==> config.mk <==
export PLATFORM = sky130hd
export DESIGN_NAME = spi_master_fifo
export DESIGN_NICKNAME = d
export VERILOG_FILES = /design/src/rtl/spi_master_fifo.sv
export SDC_FILE = /design/constraint.sdc
export NUM_CORES = 1
export LEC_CHECK = 0
export ABC_CLOCK_PERIOD_IN_PS = 2500
export BUFFER_PORTS_ARGS = -buffer_cell sky130_fd_sc_hd__buf_2
export CAP_MARGIN = 15
export CORE_MARGIN = 5
export CORE_UTILIZATION = 54
export CTS_CLUSTER_DIAMETER = 100
export CTS_CLUSTER_SIZE = 16
export DETAILED_ROUTE_END_ITERATION = 10
export PLACE_DENSITY = 0.76
export SLEW_MARGIN = 20
export SYNTH_ARGS = -nofsm -noshare
export SYNTH_HDL_FRONTEND = slang
export SYNTH_SLANG_ARGS = --single-unit
==> constraint.sdc <==
create_clock -name clk -period 2.5 [get_ports clk]
set_input_delay 0.25 -clock clk [delete_from_list [all_inputs] [get_ports clk]]
set_output_delay 0.25 -clock clk [all_outputs]
set_load 0.02 [all_outputs]
==> src/rtl/spi_master_fifo.sv <==
// -----------------------------------------------------------------------------
// spi_master_fifo
//   SPI master with a small TX FIFO. Each FIFO entry carries one frame:
//   {dc flag, chip-select index, data word}. Frames are sent MSB first in any
//   of the four CPOL/CPHA modes. The half-period H comes from the div input
//   (0 is treated as 1). H, cpol and cpha are sampled when a frame is popped.
//   The word received on miso is reported on rdata with a one-cycle rvalid.
//
// Ports
//   clk, reset        system clock, asynchronous active-high reset
//   start             push {dc_in, cs_sel, din} into the TX FIFO
//   din, dc_in,cs_sel frame data, D/C flag, chip-select index
//   div               SCK half-period in clk cycles (0 -> 1)
//   cpol, cpha        SPI mode for the next frame
//   miso              serial input
//   sck, mosi         serial clock / serial output
//   cs_n              active-low chip selects
//   dc                D/C line for the current or last frame
//   rdata, rvalid     last received word, update strobe
//   busy, full, level FSM/FIFO status
//   ovf               sticky overflow (push dropped on full FIFO)
//
// state  | meaning
// -------+------------------------------------------------------------
// IDLE   | sck = cpol, cs_n high; pops the FIFO when it holds a frame
// SETUP  | cs_n low for H cycles before the first sck edge
// SHIFT  | 2*DW half-periods of H cycles, sck toggles at each end
// HOLD   | H cycles after the last edge, then release cs_n, post rdata
// GAP    | H cycles of cs_n high before the next frame may start
// -----------------------------------------------------------------------------
module spi_master_fifo #(
    parameter int DW    = 8,
    parameter int DEPTH = 4,
    parameter int NCS   = 1,
    parameter int DIVW  = 8,
    parameter int SW    = 1,
    parameter int LW    = 3
) (
    input  logic            clk,
    input  logic            reset,
    input  logic            start,
    input  logic [DW-1:0]   din,
    input  logic            dc_in,
    input  logic [SW-1:0]   cs_sel,
    input  logic [DIVW-1:0] div,
    input  logic            cpol,
    input  logic            cpha,
    input  logic            miso,
    output logic            sck,
    output logic            mosi,
    output logic [NCS-1:0]  cs_n,
    output logic            dc,
    output logic [DW-1:0]   rdata,
    output logic            rvalid,
    output logic            busy,
    output logic            full,
    output logic [LW-1:0]   level,
    output logic            ovf
);

    localparam int EW = DW + SW + 1;
    localparam int AW = (DEPTH > 1) ? $clog2(DEPTH) : 1;
    localparam int CW = $clog2(2 * DW);

    typedef enum logic [2:0] {
        S_IDLE,
        S_SETUP,
        S_SHIFT,
        S_HOLD,
        S_GAP
    } state_t;

    state_t          state;

    logic [EW-1:0]   mem [DEPTH];
    logic [AW-1:0]   wr_ptr;
    logic [AW-1:0]   rd_ptr;
    logic [LW-1:0]   count;
    logic            push;
    logic            pop;
    logic [EW-1:0]   head;
    logic [DW-1:0]   head_data;
    logic [SW-1:0]   head_cs;
    logic            head_dc;

    logic [DIVW-1:0] h_now;
    logic [DIVW-1:0] h_lat;
    logic            cpha_lat;
    logic [DIVW-1:0] cnt;
    logic [CW-1:0]   edge_left;
    logic [DW-1:0]   tx_sh;
    logic [DW-1:0]   rx_sh;
    logic            sample_edge;

    assign head      = mem[rd_ptr];
    assign head_data = head[DW-1:0];
    assign head_cs   = head[DW+SW-1:DW];
    assign head_dc   = head[EW-1];

    assign full  = (count == LW'(DEPTH));
    assign pop   = (state == S_IDLE) && (count != '0);
    // A full FIFO still accepts a push when a pop frees a slot in the same cycle.
    assign push  = start && (!full || pop);
    assign level = count;
    assign busy  = (state != S_IDLE) || (count != '0);

    assign h_now = (div == '0) ? DIVW'(1) : div;

    // edge_left counts down from 2*DW-1, so odd values mark leading edges.
    // cpha=0 samples on leading edges, cpha=1 on trailing edges.
    assign sample_edge = edge_left[0] ^ cpha_lat;

    always_ff @(posedge clk) begin
        if (push) begin
            mem[wr_ptr] <= {dc_in, cs_sel, din};
        end
    end

    always_ff @(posedge clk or posedge reset) begin
        if (reset) begin
            wr_ptr <= '0;
            rd_ptr <= '0;
            count  <= '0;
            ovf    <= 1'b0;
        end else begin
            if (push) begin
                wr_ptr <= wr_ptr + 1'b1;
            end
            if (pop) begin
                rd_ptr <= rd_ptr + 1'b1;
            end
            if (push && !pop) begin
                count <= count + 1'b1;
            end else if (pop && !push) begin
                count <= count - 1'b1;
            end
            if (start && full && !pop) begin
                ovf <= 1'b1;
            end
        end
    end

    always_ff @(posedge clk or posedge reset) begin
        if (reset) begin
            state     <= S_IDLE;
            sck       <= 1'b0;
            mosi      <= 1'b0;
            cs_n      <= '1;
            dc        <= 1'b0;
            rdata     <= '0;
            rvalid    <= 1'b0;
            h_lat     <= DIVW'(1);
            cpha_lat  <= 1'b0;
            cnt       <= '0;
            edge_left <= '0;
            tx_sh     <= '0;
            rx_sh     <= '0;
        end else begin
            rvalid <= 1'b0;
            case (state)
                S_IDLE: begin
                    sck  <= cpol;
                    cs_n <= '1;
                    if (pop) begin
                        h_lat     <= h_now;
                        cpha_lat  <= cpha;
                        cnt       <= h_now - 1'b1;
                        edge_left <= CW'(2 * DW - 1);
                        rx_sh     <= '0;
                        dc        <= head_dc;
                        // An out-of-range index leaves every select deasserted.
                        for (int i = 0; i < NCS; i++) begin
                            cs_n[i] <= (int'(head_cs) != i);
                        end
                        if (!cpha) begin
                            mosi  <= head_data[DW-1];
                            tx_sh <= head_data << 1;
                        end else begin
                            tx_sh <= head_data;
                        end
                        state <= S_SETUP;
                    end
                end

                S_SETUP: begin
                    if (cnt == '0) begin
                        cnt   <= h_lat - 1'b1;
                        state <= S_SHIFT;
                    end else begin
                        cnt <= cnt - 1'b1;
                    end
                end

                S_SHIFT: begin
                    if (cnt == '0) begin
                        cnt <= h_lat - 1'b1;
                        sck <= ~sck;
                        if (sample_edge) begin
                            rx_sh <= {rx_sh[DW-2:0], miso};
                        end else if (edge_left != '0) begin
                            // The final trailing edge of cpha=0 drives nothing.
                            mosi  <= tx_sh[DW-1];
                            tx_sh <= tx_sh << 1;
                        end
                        if (edge_left == '0) begin
                            state <= S_HOLD;
                        end else begin
                            edge_left <= edge_left - 1'b1;
                        end
                    end else begin
                        cnt <= cnt - 1'b1;
                    end
                end

                S_HOLD: begin
                    if (cnt == '0) begin
                        cs_n   <= '1;
                        rdata  <= rx_sh;
                        rvalid <= 1'b1;
                        cnt    <= h_lat - 1'b1;
                        state  <= S_GAP;
                    end else begin
                        cnt <= cnt - 1'b1;
                    end
                end

                S_GAP: begin
                    if (cnt == '0) begin
                        state <= S_IDLE;
                    end else begin
                        cnt <= cnt - 1'b1;
                    end
                end

                default: begin
                    state <= S_IDLE;
                end
            endcase
        end
    end

endmodule

==> flow_summary.yaml, run 1 <==
synthesis:
  postSynthAreaPerCell_um2: 12.0
  ys.flop_type: "dfrtp_1"
  synth.distinct_cells: 60
  synth_edf_count: 40
  yosysWarnings: 0
  synthArstFlopShare_pct: 60.4
  synth_seq_cells: 101
  ys_seq_area_share_pct: 55.9
  syn-instance-count: 408
  syn_nets: 443
  syn_area_um2: 4880
clock_tree:
  cts_resized: 0
  htree_levels: 3
  tritoncts: "built"
  cts.sinks: 101
  cts-root-buf: "clkbuf_8"
  cts_max_path_buffers: 2
  path_clk_slew_ps: 110
  clkLatencyLatePin_ps: 370
  numCtsBuffers: 9
placement:
  place_congestion: 0.915
  port-buffer-count: 42
  hpwl_um: 7140
routing:
  postRouteAntennaNets: 0
  via_count: 3323
  via_per_inst: 5.70
  wirelength_um: 9670
  wl_per_cell_um: 16.6
  route.detailed.drc: 0
  firstDrtPassIters: 4
  first_iter_violations: 285
die:
  die_w_um: 105
  start_util_pct: 55.7
  core_um2: 8760
  die_h_um: 105
  dieArea_um2: 11000
  fp-row-count: 34
  pin_count: 43
grt:
  grt_usage_pct: 18.7
  grt_pass1_wl_um: 16700
  antenna_found_initial: 0
  grt_overflow_total: 0
  grt_pass1_vias: 3369
  grt_max_degree: 33
sta:
  fin_skew_ps: 15.0
  period_needed_ps: 2350
  grt_setup_unrepaired: "no"
  tightest_slew_ps: 695
  hold_viol_final: 0
  final_max_slew_viol_count: 0
  holdWs_ps: 77.2
  finalSetupViolCount: 0
  relSlewSlack_pct: 53.6
  period_share_pct: 93.9
  totalNegativeSetupSlack_ps: 0
  clock.fmax_mhz: 426
setup_path:
  crit_arrival_ps: 2610
  end_kind: "flip-flop"
  worstRegToRegCells: 8
  start_kind: "flip-flop"
  path_max_fanout: 8
  crit_type: "flip-flop to flip-flop"
  cp.required_ps: 2760
final_layout:
  nets: 505
  nFillCells: 705
  final_common_cell: "dfrtp_1"
  layout_common_cells: "dfrtp_1 (59), nand2_1 (54), buf_2 (42)"
  drive_above_1_share_pct: 24.2
  area_growth_pct: 13.9
  diodes: 0
power_and_ir_drop:
  p_leak_nw: 2.41
  power_density_nw_per_um2: 1040
  ir_drop_mv: 0.530
worst_hold_path:
  hold_class: "input port to flip-flop"
  hold_depth: 1
run_status:
  outcome: "completed"
job:
  maxCapViolCount: 0
## worst paths after layout
kind / from / endpoint / slack, ps
worst max register to register: cnt[0] / cnt[1] / 150
max in group asynchronous: reset / h_lat[0] / 1300
worst min register to register: ovf / ovf / 480
worst min-delay path: din[2] / mem[1][2] / 80
worst max-delay path: cnt[0] / cnt[1] / 150
min in group asynchronous: reset / dc / 520
## report_power, final
group | internal (mW) | switching, mW
combinational | 1.00 | 1.15
clock | 0.405 | 0.639
sequential | 2.22 | 0.375
total | 3.63 | 2.16
## cells by family after synthesis
logic type | count (synthesis) | share of synthesized area [%]
multiplexers | 42 | 11.5
XOR/XNOR | 21 | 3.77
AND/OR/NAND/NOR | 133 | 13.8
buffers and inverters | 30 | 2.72
AO/OA/AOI/OAI | 70 | 9.33
flip-flops | 101 | 55.9
adder cells (fa/ha/maj) | 11 | 2.97
## Yosys cell counts (2+ instances only)
| master | n | area, um^2 |
|---|---|---|
| a211o_1 | 2 | 17.5 |
| a21oi_1 | 8 | 40.0 |
| a22o_1 | 2 | 17.5 |
| a22oi_1 | 2 | 15.0 |
| and2_1 | 5 | 31.3 |
| buf_1 | 4 | 15.0 |
| buf_2 | 4 | 20.0 |
| buf_6 | 2 | 22.5 |
| clkbuf_1 | 5 | 18.8 |
| dfrtp_1 | 59 | 1480 |
| dfstp_2 | 2 | 52.6 |
| edfxtp_1 | 40 | 1200 |
| ha_1 | 10 | 125 |
| inv_1 | 15 | 56.3 |
| mux2_2 | 12 | 135 |
| mux2i_1 | 19 | 190 |
| mux4_2 | 10 | 225 |
| nand2_1 | 54 | 203 |
| nand2b_1 | 2 | 12.5 |
| nand3_1 | 5 | 25.0 |
| nand4_1 | 3 | 18.8 |
| nor2_1 | 24 | 90.1 |
| nor3_1 | 9 | 45.0 |
| nor3b_1 | 8 | 60.1 |
| nor4_1 | 4 | 25.0 |
| o211ai_1 | 4 | 30.0 |
| o21ai_0 | 31 | 155 |
| o21ai_1 | 2 | 10.0 |
| o22a_1 | 2 | 17.5 |
| o2bb2ai_1 | 2 | 17.5 |
| or3_1 | 5 | 31.3 |
| or4_1 | 5 | 37.5 |
| xnor2_1 | 11 | 96.3 |
| xor2_1 | 10 | 87.6 |
## state kept, by name, summed over array words and instances, names as in the netlist
name and cells:
cnt 8, cpha_lat 1, cs_n 1, dc 1, edge_left 4, h_lat 8, level 3, mem 40
mosi 1, ovf 1, rd_ptr 2, rdata 8, rvalid 1, rx_sh 8, sck 1, state 3
tx_sh 8, wr_ptr 2
## worst max-delay path, cell delays in order, from the launching register on
cell and delay [ps]:
dfrtp_1 430, inv_1 140, ha_1 180, or4b_4 510
nor2_4 230, buf_4 150, a211o_1 300, a21oi_1 80
a22o_1 210
## through the flow
stage               utilization, %  total power, mW  cells  setup slack, ps  area [um^2]
finish                        63.5             5.80    583              152         5560
global route                  63.5             6.25    583             23.3         5560
CTS                           63.3             5.85    581              157         5550
detailed placement            60.8             4.80    564              161         5330
global placement              60.8             4.69    564              273         5330
floorplan                        -             4.15    408             48.1         4890
## layer usage
| metal | global-route usage, % | wire, um | share of wire [%] |
|---|---|---|---|
| met1 | 25.5 | 4350 | 45 |
| met2 | 29.8 | 4730 | 49 |
| met3 | 4.81 | 480 | 5.0 |
| met4 | 5.48 | 114 | 1.2 |
| met5 | 0 | 0 | 0 |
## what timing repair did
action                                  CTS  global route
hold buffers                              1             0
endpoints found under the setup margin    0             1
hold endpoints to repair                 14             0
setup buffers                             0             2
## layout make-up
cell class	count	area [um^2]	share of cell area [%]
multi-input cells	277	2020	36.4
clock buffers	9	124	2.23
well taps	108	135	2.43
repair buffers	66	405	7.29
flip-flops and latches	101	2730	49.1
inverters	15	56.3	1.01
clock inverters	7	86.3	1.55
No activity file was read; power rests on OpenSTA's default activity.
==> run 2, diff against run 1 <==
- ABC_CLOCK_PERIOD_IN_PS: 2500 -> 2900
- PLACE_DENSITY: 0.76 -> 0.73
- clock period: 2.5 -> 2.9 ns (I/O delays scaled with it)
==> flow_summary.yaml, run 2 (synthesis gave the netlist of run 1 again) <==
final_layout:
  area_growth_pct: 11.4
  final_common_cell: "dfrtp_1"
  nFillCells: 711
  nets: 494
  multi_input_area_um2: 2020
  largest_register_ffs: 40
  layout_common_cells: "dfrtp_1 (59), nand2_1 (54), buf_2 (42)"
  drive_above_1_share_pct: 22.2
  register_area_um2: 2730
  regMostFlops: "mem"
  diodes: 0
  finalNonFillerCells: 572
die:
  pin_count: 43
  fp-row-count: 34
  die_h_um: 105
  dieArea_um2: 11000
  start_util_pct: 55.7
  die_w_um: 105
  core_um2: 8760
grt:
  grt_pass1_vias: 3258
  grt_usage_pct: 18.4
  grt_max_degree: 49
  antenna_found_initial: 0
  grt_overflow_total: 0
  grt_pass1_wl_um: 16500
clock_tree:
  holdBufCountCts: 0
  cts.sinks: 101
  cts_resized: 0
  numCtsBuffers: 9
  path_clk_slew_ps: 100
  cts_max_path_buffers: 2
  post_cts_buffers: 0
  tritoncts: "built"
  clkLatencyLatePin_ps: 370
  htree_levels: 3
  cts-root-buf: "clkbuf_8"
sta:
  final_max_slew_viol_count: 0
  clock.fmax_mhz: 401
  tightest_slew_ps: 843
  period_needed_ps: 2490
  hold_viol_final: 0
  period_share_pct: 86.0
  finalSetupViolCount: 0
  relSlewSlack_pct: 43.8
  fin_skew_ps: 13.7
  grt_setup_unrepaired: "no"
  holdWs_ps: 61.3
  totalNegativeSetupSlack_ps: 0
setup_path:
  cpMaxStageDelayCell: "or4b_4"
  crit_arrival_ps: 2740
  worstRegToRegCells: 6
  critPathLaunch: "cnt[0]"
  end_kind: "flip-flop"
  crit_type: "flip-flop to flip-flop"
  rr_startpoint: "cnt[0]"
  max_stage_delay_ps: 510
  crit_chain: "inv_1 > ha_1 > or4b_4 > nor2_4 > nand4b_2 > mux2_2"
  r2r_slack_ps: 410
  cp.required_ps: 3150
  start_kind: "flip-flop"
  reg2reg_to: "rdata[0]"
  path_max_fanout: 17
placement:
  port-buffer-count: 42
  place_congestion: 0.878
  hpwl_um: 7040
  placedCellCount: 556
worst_hold_path:
  hold_class: "input port to asynchronous set/reset pin"
run_status:
  outcome: "completed"
job:
  maxCapViolCount: 0
routing:
  wirelength_um: 9690
  postRouteAntennaNets: 0
  wl_per_cell_um: 16.9
  via_count: 3302
  via_per_inst: 5.77
  route.detailed.drc: 0
  first_iter_violations: 165
  firstDrtPassIters: 4
power_and_ir_drop:
  p_leak_nw: 2.33
  ir_drop_mv: 0.549
  power_mw: 4.90
  power_density_nw_per_um2: 901
## run 2: area by class of cell
cell class | instances | share of cell area, %
Clock buffer | 9 | 2.28
Clock inverter | 7 | 1.22
Inverter | 15 | 1.06
Multi-Input combinational cell | 277 | 37.1
Sequential cell | 101 | 50.2
Tap cell | 108 | 2.48
Timing Repair Buffer | 55 | 5.66
## run 2: power by group
group	total [mW]	switching [mW]	leakage, nW	internal (mW)
logic	1.78	0.960	1.12	0.822
clock network	0.852	0.519	0.0969	0.334
registers	2.27	0.350	1.12	1.92
## run 2: worst max-delay path by stage
stage          endpoint  slack (ps)  cells after the start
2_1_floorplan  level[1]         300                      6
3_3_place_gp   rdata[2]         520                      6
3_5_place_dp   rdata[0]         390                      6
4_1_cts        rdata[0]         380                      6
5_1_grt          cnt[3]         210                      7
6_report       rdata[0]         410                      6
## run 2: metal layers
| layer | vias up | wire length [um] | share of wire, % | global-route usage (%) |
|---|---|---|---|---|
| met4 | 0 | 98 | 1.0 | 4.20 |
| met2 | 84 | 4750 | 49 | 29.6 |
| met3 | 8 | 606 | 6.3 | 4.81 |
| met5 | - | 0 | 0 | 0 |
| met1 | 1611 | 4240 | 44 | 25.1 |
| li1 | 1599 | - | - | - |
## run 2: critical path, delay by kind of cell (launching register included)
| family | cells | cell delay, ps |
|---|---|---|
| simple gates | 3 | 1250 |
| flops | 1 | 430 |
| mux | 1 | 380 |
| fa+ha+maj | 1 | 180 |
| buf+inv | 1 | 140 |
## run 2: through the flow
| stage | setup slack, ps | area, um^2 | util (%) |
|---|---|---|---|
| after floorplan | 303 | 4880 | - |
| after global placement | 521 | 5250 | 59.9 |
| after detailed placement | 393 | 5250 | 59.9 |
| after CTS | 380 | 5440 | 62.1 |
| after global routing | 210 | 5440 | 62.1 |
| final | 405 | 5440 | 62.1 |
